File: src/rtl/mips_div_unit.sv
`default_nettype none
// ============================================================================
//  Module      : mips_div_unit
//  Description : Iterative radix-2 restoring divider for MIPS DIV/DIVU.
//                Optional macro DIV_EARLY_OUT_EN: skip iterations when |dividend| < |divisor|.
//  Revision    : 1.0 - initial release
// ============================================================================
module mips_div_unit #(
    parameter int WIDTH = 32
) (
    input  logic             clk,
    input  logic             rst,
    input  logic             div_start,
    input  logic             div_signed,
    input  logic             flush,
    input  logic [WIDTH-1:0] dividend,
    input  logic [WIDTH-1:0] divisor,
    output logic             busy,
    output logic             done,
    output logic [WIDTH-1:0] quotient,
    output logic [WIDTH-1:0] remainder
);

    localparam int                 c_CNT_W = $clog2(WIDTH);
    localparam logic [c_CNT_W-1:0] c_LAST  = c_CNT_W'(WIDTH - 1);

    typedef enum logic [1:0] {
        S_IDLE = 2'd0,
        S_CALC = 2'd1,
        S_DONE = 2'd2
    } state_t;

    state_t               r_state;
    state_t               w_next;
    logic [c_CNT_W-1:0]   r_count;
    logic [WIDTH-1:0]     r_rem;
    logic [WIDTH-1:0]     r_quo;
    logic [WIDTH-1:0]     r_dvs;
    logic                 r_neg_q;
    logic                 r_neg_r;
    logic [WIDTH-1:0]     r_quotient;
    logic [WIDTH-1:0]     r_remainder;

    logic                 w_dvd_neg;
    logic                 w_dvs_neg;
    logic [WIDTH-1:0]     w_dvd_abs;
    logic [WIDTH-1:0]     w_dvs_abs;
    logic                 w_early;
    logic [WIDTH:0]       w_shift;
    logic [WIDTH:0]       w_trial;
    logic [WIDTH-1:0]     w_q_final;
    logic [WIDTH-1:0]     w_r_final;

    // Magnitudes wrap in WIDTH bits, so the most-negative value stays 100..0 as unsigned.
    assign w_dvd_neg = div_signed & dividend[WIDTH-1];
    assign w_dvs_neg = div_signed & divisor[WIDTH-1];
    assign w_dvd_abs = w_dvd_neg ? -dividend : dividend;
    assign w_dvs_abs = w_dvs_neg ? -divisor  : divisor;

`ifdef DIV_EARLY_OUT_EN
    assign w_early = (divisor != '0) && (w_dvd_abs < w_dvs_abs);
`else
    assign w_early = 1'b0;
`endif

    // r_quo shifts dividend bits out at the top while quotient bits enter at the bottom.
    assign w_shift   = {r_rem, r_quo[WIDTH-1]};
    assign w_trial   = w_shift - {1'b0, r_dvs};
    assign w_q_final = r_neg_q ? -r_quo : r_quo;
    assign w_r_final = r_neg_r ? -r_rem : r_rem;

    always_ff @(posedge clk) begin
        if (rst) begin
            r_state <= S_IDLE;
        end else begin
            r_state <= w_next;
        end
    end

    always_comb begin
        w_next    = r_state;
        busy      = (r_state != S_IDLE);
        done      = 1'b0;
        quotient  = r_quotient;
        remainder = r_remainder;
        case (r_state)
            S_IDLE: begin
                if (div_start && !flush) begin
                    w_next = w_early ? S_DONE : S_CALC;
                end
            end
            S_CALC: begin
                if (flush) begin
                    w_next = S_IDLE;
                end else if (r_count == c_LAST) begin
                    w_next = S_DONE;
                end
            end
            S_DONE: begin
                w_next = S_IDLE;
                if (!flush) begin
                    done      = 1'b1;
                    quotient  = w_q_final;
                    remainder = w_r_final;
                end
            end
            default: w_next = S_IDLE;
        endcase
    end

    always_ff @(posedge clk) begin
        if (rst) begin
            r_count     <= '0;
            r_rem       <= '0;
            r_quo       <= '0;
            r_dvs       <= '0;
            r_neg_q     <= 1'b0;
            r_neg_r     <= 1'b0;
            r_quotient  <= '0;
            r_remainder <= '0;
        end else begin
            case (r_state)
                S_IDLE: begin
                    if (div_start && !flush) begin
                        r_count <= '0;
                        r_dvs   <= w_dvs_abs;
                        r_neg_q <= w_dvd_neg ^ w_dvs_neg;
                        r_neg_r <= w_dvd_neg;
                        r_quo   <= w_early ? '0 : w_dvd_abs;
                        r_rem   <= w_early ? w_dvd_abs : '0;
                    end
                end
                S_CALC: begin
                    r_count <= r_count + c_CNT_W'(1);
                    if (!w_trial[WIDTH]) begin
                        r_rem <= w_trial[WIDTH-1:0];
                        r_quo <= {r_quo[WIDTH-2:0], 1'b1};
                    end else begin
                        r_rem <= w_shift[WIDTH-1:0];
                        r_quo <= {r_quo[WIDTH-2:0], 1'b0};
                    end
                end
                S_DONE: begin
                    if (!flush) begin
                        r_quotient  <= w_q_final;
                        r_remainder <= w_r_final;
                    end
                end
                default: ;
            endcase
        end
    end

endmodule
`default_nettype wire

File: config.mk
export PLATFORM = sky130hd
export DESIGN_NAME = mips_div_unit
export DESIGN_NICKNAME = d
export VERILOG_FILES = /design/src/rtl/mips_div_unit.sv
export SDC_FILE = /design/constraint.sdc
export NUM_CORES = 1
export LEC_CHECK = 0
export ABC_AREA = 1
export BUFFER_PORTS_ARGS = -buffer_cell sky130_fd_sc_hd__buf_2
export CAP_MARGIN = 20
export CORE_MARGIN = 3
export CORE_UTILIZATION = 50
export CTS_CLUSTER_DIAMETER = 40
export DETAILED_ROUTE_END_ITERATION = 8
export PLACE_DENSITY = 0.72
export SLEW_MARGIN = 20
export SYNTH_ARGS = -nofsm -noshare
export SYNTH_HDL_FRONTEND = slang
export SYNTH_SLANG_ARGS = --single-unit
File: constraint.sdc
create_clock -name clk -period 4.1 [get_ports clk]
set_input_delay 0.615 -clock clk [delete_from_list [all_inputs] [get_ports clk]]
set_output_delay 0.615 -clock clk [all_outputs]
set_load 0.005 [all_outputs]
==> reports/metrics.yaml <==
outcome:
  status: "complete, no violations"
pwr:
  clock_power_share_pct: 29.5
  pwr-share-comb_pct: 38.8
  ir_worst_vdd_mv: 0.2812
  sequentialPowerShare_pct: 31.7
  leakage_nw: 7.637
  switching_share_pct: 42.93
  p_per_area_nw_per_um2: 384.4
  switchingPower_w: 0.002431
  p_int_w: 0.003231
grt:
  overflow: 0
  grt_pass1_wl_mm: 68.22
  grt_max_degree: 88
  grt_use_total_pct: 29.29
  antenna_found_initial: 0
  first_global_vias: 13040
logic_synthesis:
  yosys_register_bits: 169
  synth_flop_cell: "dfxtp_1"
  yosys.area_share.simple_pct: 41.40
  synth-xor-area-share_pct: 4.286
  synth_top_area_cell: "dfxtp_1"
  synth_top_area_share_pct: 25.47
  synth_top_family_by_area: "simple AND/OR/NAND/NOR gates"
  synth_mux_area_share_pct: 0
  synthAdderAreaFrac_pct: 3.730
  synth_most_common_cell: "nand2_1"
  syn_nets: 2300
  syn_area_per_cell_um2: 6.060
  syn_area_um2: 13280
  synth.area.top_cells: "dfxtp_1 25%, nand2_1 18%, inv_1 8.7%, nand3_1 7.5%, nor2_1 5.2%"
  yosysSeqAreaShare_pct: 25.47
  yosys_warnings: 0
  syn_inst: 2192
  synth_cell_types: 53
  synth_common_cells: "640 x nand2_1, 308 x inv_1, 198 x nand3_1, 184 x nor2_1, 169 x dfxtp_1"
  synth-compound-area-share_pct: 13.48
  ys_async_sr_fraction_pct: 0
  synth_edf_count: 0
setup_path:
  crit_arrival_ns: 2.65
  r2r_start: "r_quo[31]$_SDFFE_PP0P_"
  cp.required_ns: 3.48
  critPathCaptureType: "output pin"
  regToRegEndpoint: "r_rem[1]$_SDFFE_PP0P_"
  cp_max_fo: 6
  critPathLaunchType: "flip-flop"
  r2r_cells: 17
  startpoint: "r_rem[0]$_SDFFE_PP0P_"
  path_class: "reg -> out"
  ff2ff_setup_slack_ns: 1.26
floorplanning:
  dieArea_um2: 28560
  fp.dieW_um: 169.0
  dieHeight_um: 169.0
  ios: 135
  start_util_pct: 50.98
  rows: 59
  core_area_um2: 26060
place:
  hpwl_mm: 33.39
  routabilityCongestion: 1.032
  io_buffers: 134
route:
  wl_per_cell_um: 16.18
  routed_via_density: 5.459
  ant_nets: 0
  routed_wirelength_mm: 42.50
  via_count: 14340
  drt-pass1-iter-count: 8
  dr.first_iter.drc_count: 1306
  detail_route.drc_violations: 0
sta:
  skew_ns: 0.01353
  post-route-min-period_ns: 3.261
  worst_pin_slew_ns: 1.082
  period_share_pct: 79.54
  hold_viol: 0
  whs_ns: 0.3790
  fmax_mhz: 306.6
  slew_violations: 0
  slew_headroom_pct: 27.84
  rsz0062_at_grt: "no"
  tns_ns: 0
  setup_viol: 0
cells_and_area:
  area_growth_pct: 10.87
  num_antenna_cells: 0
  nNetsFinal: 2387
  drive_above_1_share_pct: 14.05
  fillers: 2711
cts:
  insertion_delay_ns: 0.44
  cts_resized: 0
  tritoncts: "yes"
  cts_setup_buffers: 0
  cts.clk_slew.worst_paths_ns: 0.07
  root_buffer: "clkbuf_16"
  cts_buffers: 17
  cts_max_path_buffers: 2
  htreeDepth: 4
  postCtsHoldBufs: 0
  numClockSinks: 169
min_path:
  hp-class: "in -> reg"
  hold_start: "flush"
  hold_depth: 2
  hold_end: "r_state[1]$_SDFFE_PP0P_"
job:
  maxCapViolations: 0
==> worst max-delay path, stage by stage, from the launching register on <==
cell and delay, ns:
dfxtp_1 0.33, inv_1 0.23, ha_1 0.26, nand3_2 0.15
nor2_2 0.21, nand3_2 0.14, nor2_2 0.19, a31oi_1 0.12
or2_2 0.29, nand3_1 0.10, nand2_1 0.08, buf_2 0.13
==> area by class of cell <==
cell class | instances | area (um^2) | area share, %
repair buffers | 145 | 755.7 | 5.131
clock inverters | 14 | 168.9 | 1.147
flip-flops and latches | 169 | 3383 | 22.97
clock buffers | 18 | 439.2 | 2.982
inverters | 321 | 1205 | 8.181
well taps | 335 | 419.2 | 2.846
multi-input cells | 1625 | 8357 | 56.74
==> per-layer routing <==
metal  share of wire [%]  vias up  track usage, %
li1                    -     7180               -
met1                  46     6498           42.52
met2                  44      583           45.65
met3                 7.5       80           4.274
met4                 2.4        0           7.586
met5                   0        -               0
==> cells by family (layout without fill, tap and decap cells) <==
logic type,after synthesis,after routing
fa+ha+maj,39,39
simple gates,1213,1213
buf+inv,398,498
compound gates,308,308
xor+xnor,65,65
flops,169,169
==> power groups by stage <==
stage	logic [W]	clock network (W)	registers, W
after detailed placement	0.00215	0	0.00183
after global placement	0.00213	0	0.00183
after global routing	0.00244	0.00175	0.00180
after CTS	0.00217	0.00168	0.00179
after floorplan	0.00168	0	0.00179
final	0.00220	0.00167	0.00179
==> worst max-delay path by stage <==
stage / depth (start not counted) / to
final: 11 / remainder[22]
after global routing: 13 / remainder[30]
after CTS: 11 / remainder[22]
after detailed placement: 7 / r_quo[12]$_SDFFE_PP0P_
after global placement: 7 / r_quo[12]$_SDFFE_PP0P_
after floorplan: 10 / remainder[22]
==> cells in the final DEF, fill, tap and decap left out, drive strengths merged, types with 32 or more instances in the layout <==
cell type  Yosys  final
a21oi        158    158
dfxtp        169    169
nand3        222    222
ha            38     38
xor2          47     47
o21ai         74     74
nor2         197    197
nand2        677    677
buf           20    145
inv          321    330
or2           32     32
==> state kept, by name, summed over array words and instances (netlist names) <==
name         flops
r_remainder     32
r_quo           32
r_neg_r          1
r_neg_q          1
r_rem           32
r_quotient      32
r_count          5
r_state          2
r_dvs           32
==> stage by stage <==
stage	power [W]	instance area [um^2]	setup slack, ns	instances	util [%]
6_report	0.005662	14730	0.8388	2627	56.52
5_1_grt	0.005993	14730	0.6367	2627	56.52
4_1_cts	0.005637	14730	0.8827	2627	56.52
3_5_place_dp	0.003983	14120	1.301	2595	54.18
3_3_place_gp	0.003958	14120	1.330	2595	54.18
2_1_floorplan	0.003469	13280	1.780	2192	-
No activity file was read; power rests on OpenSTA's default activity.
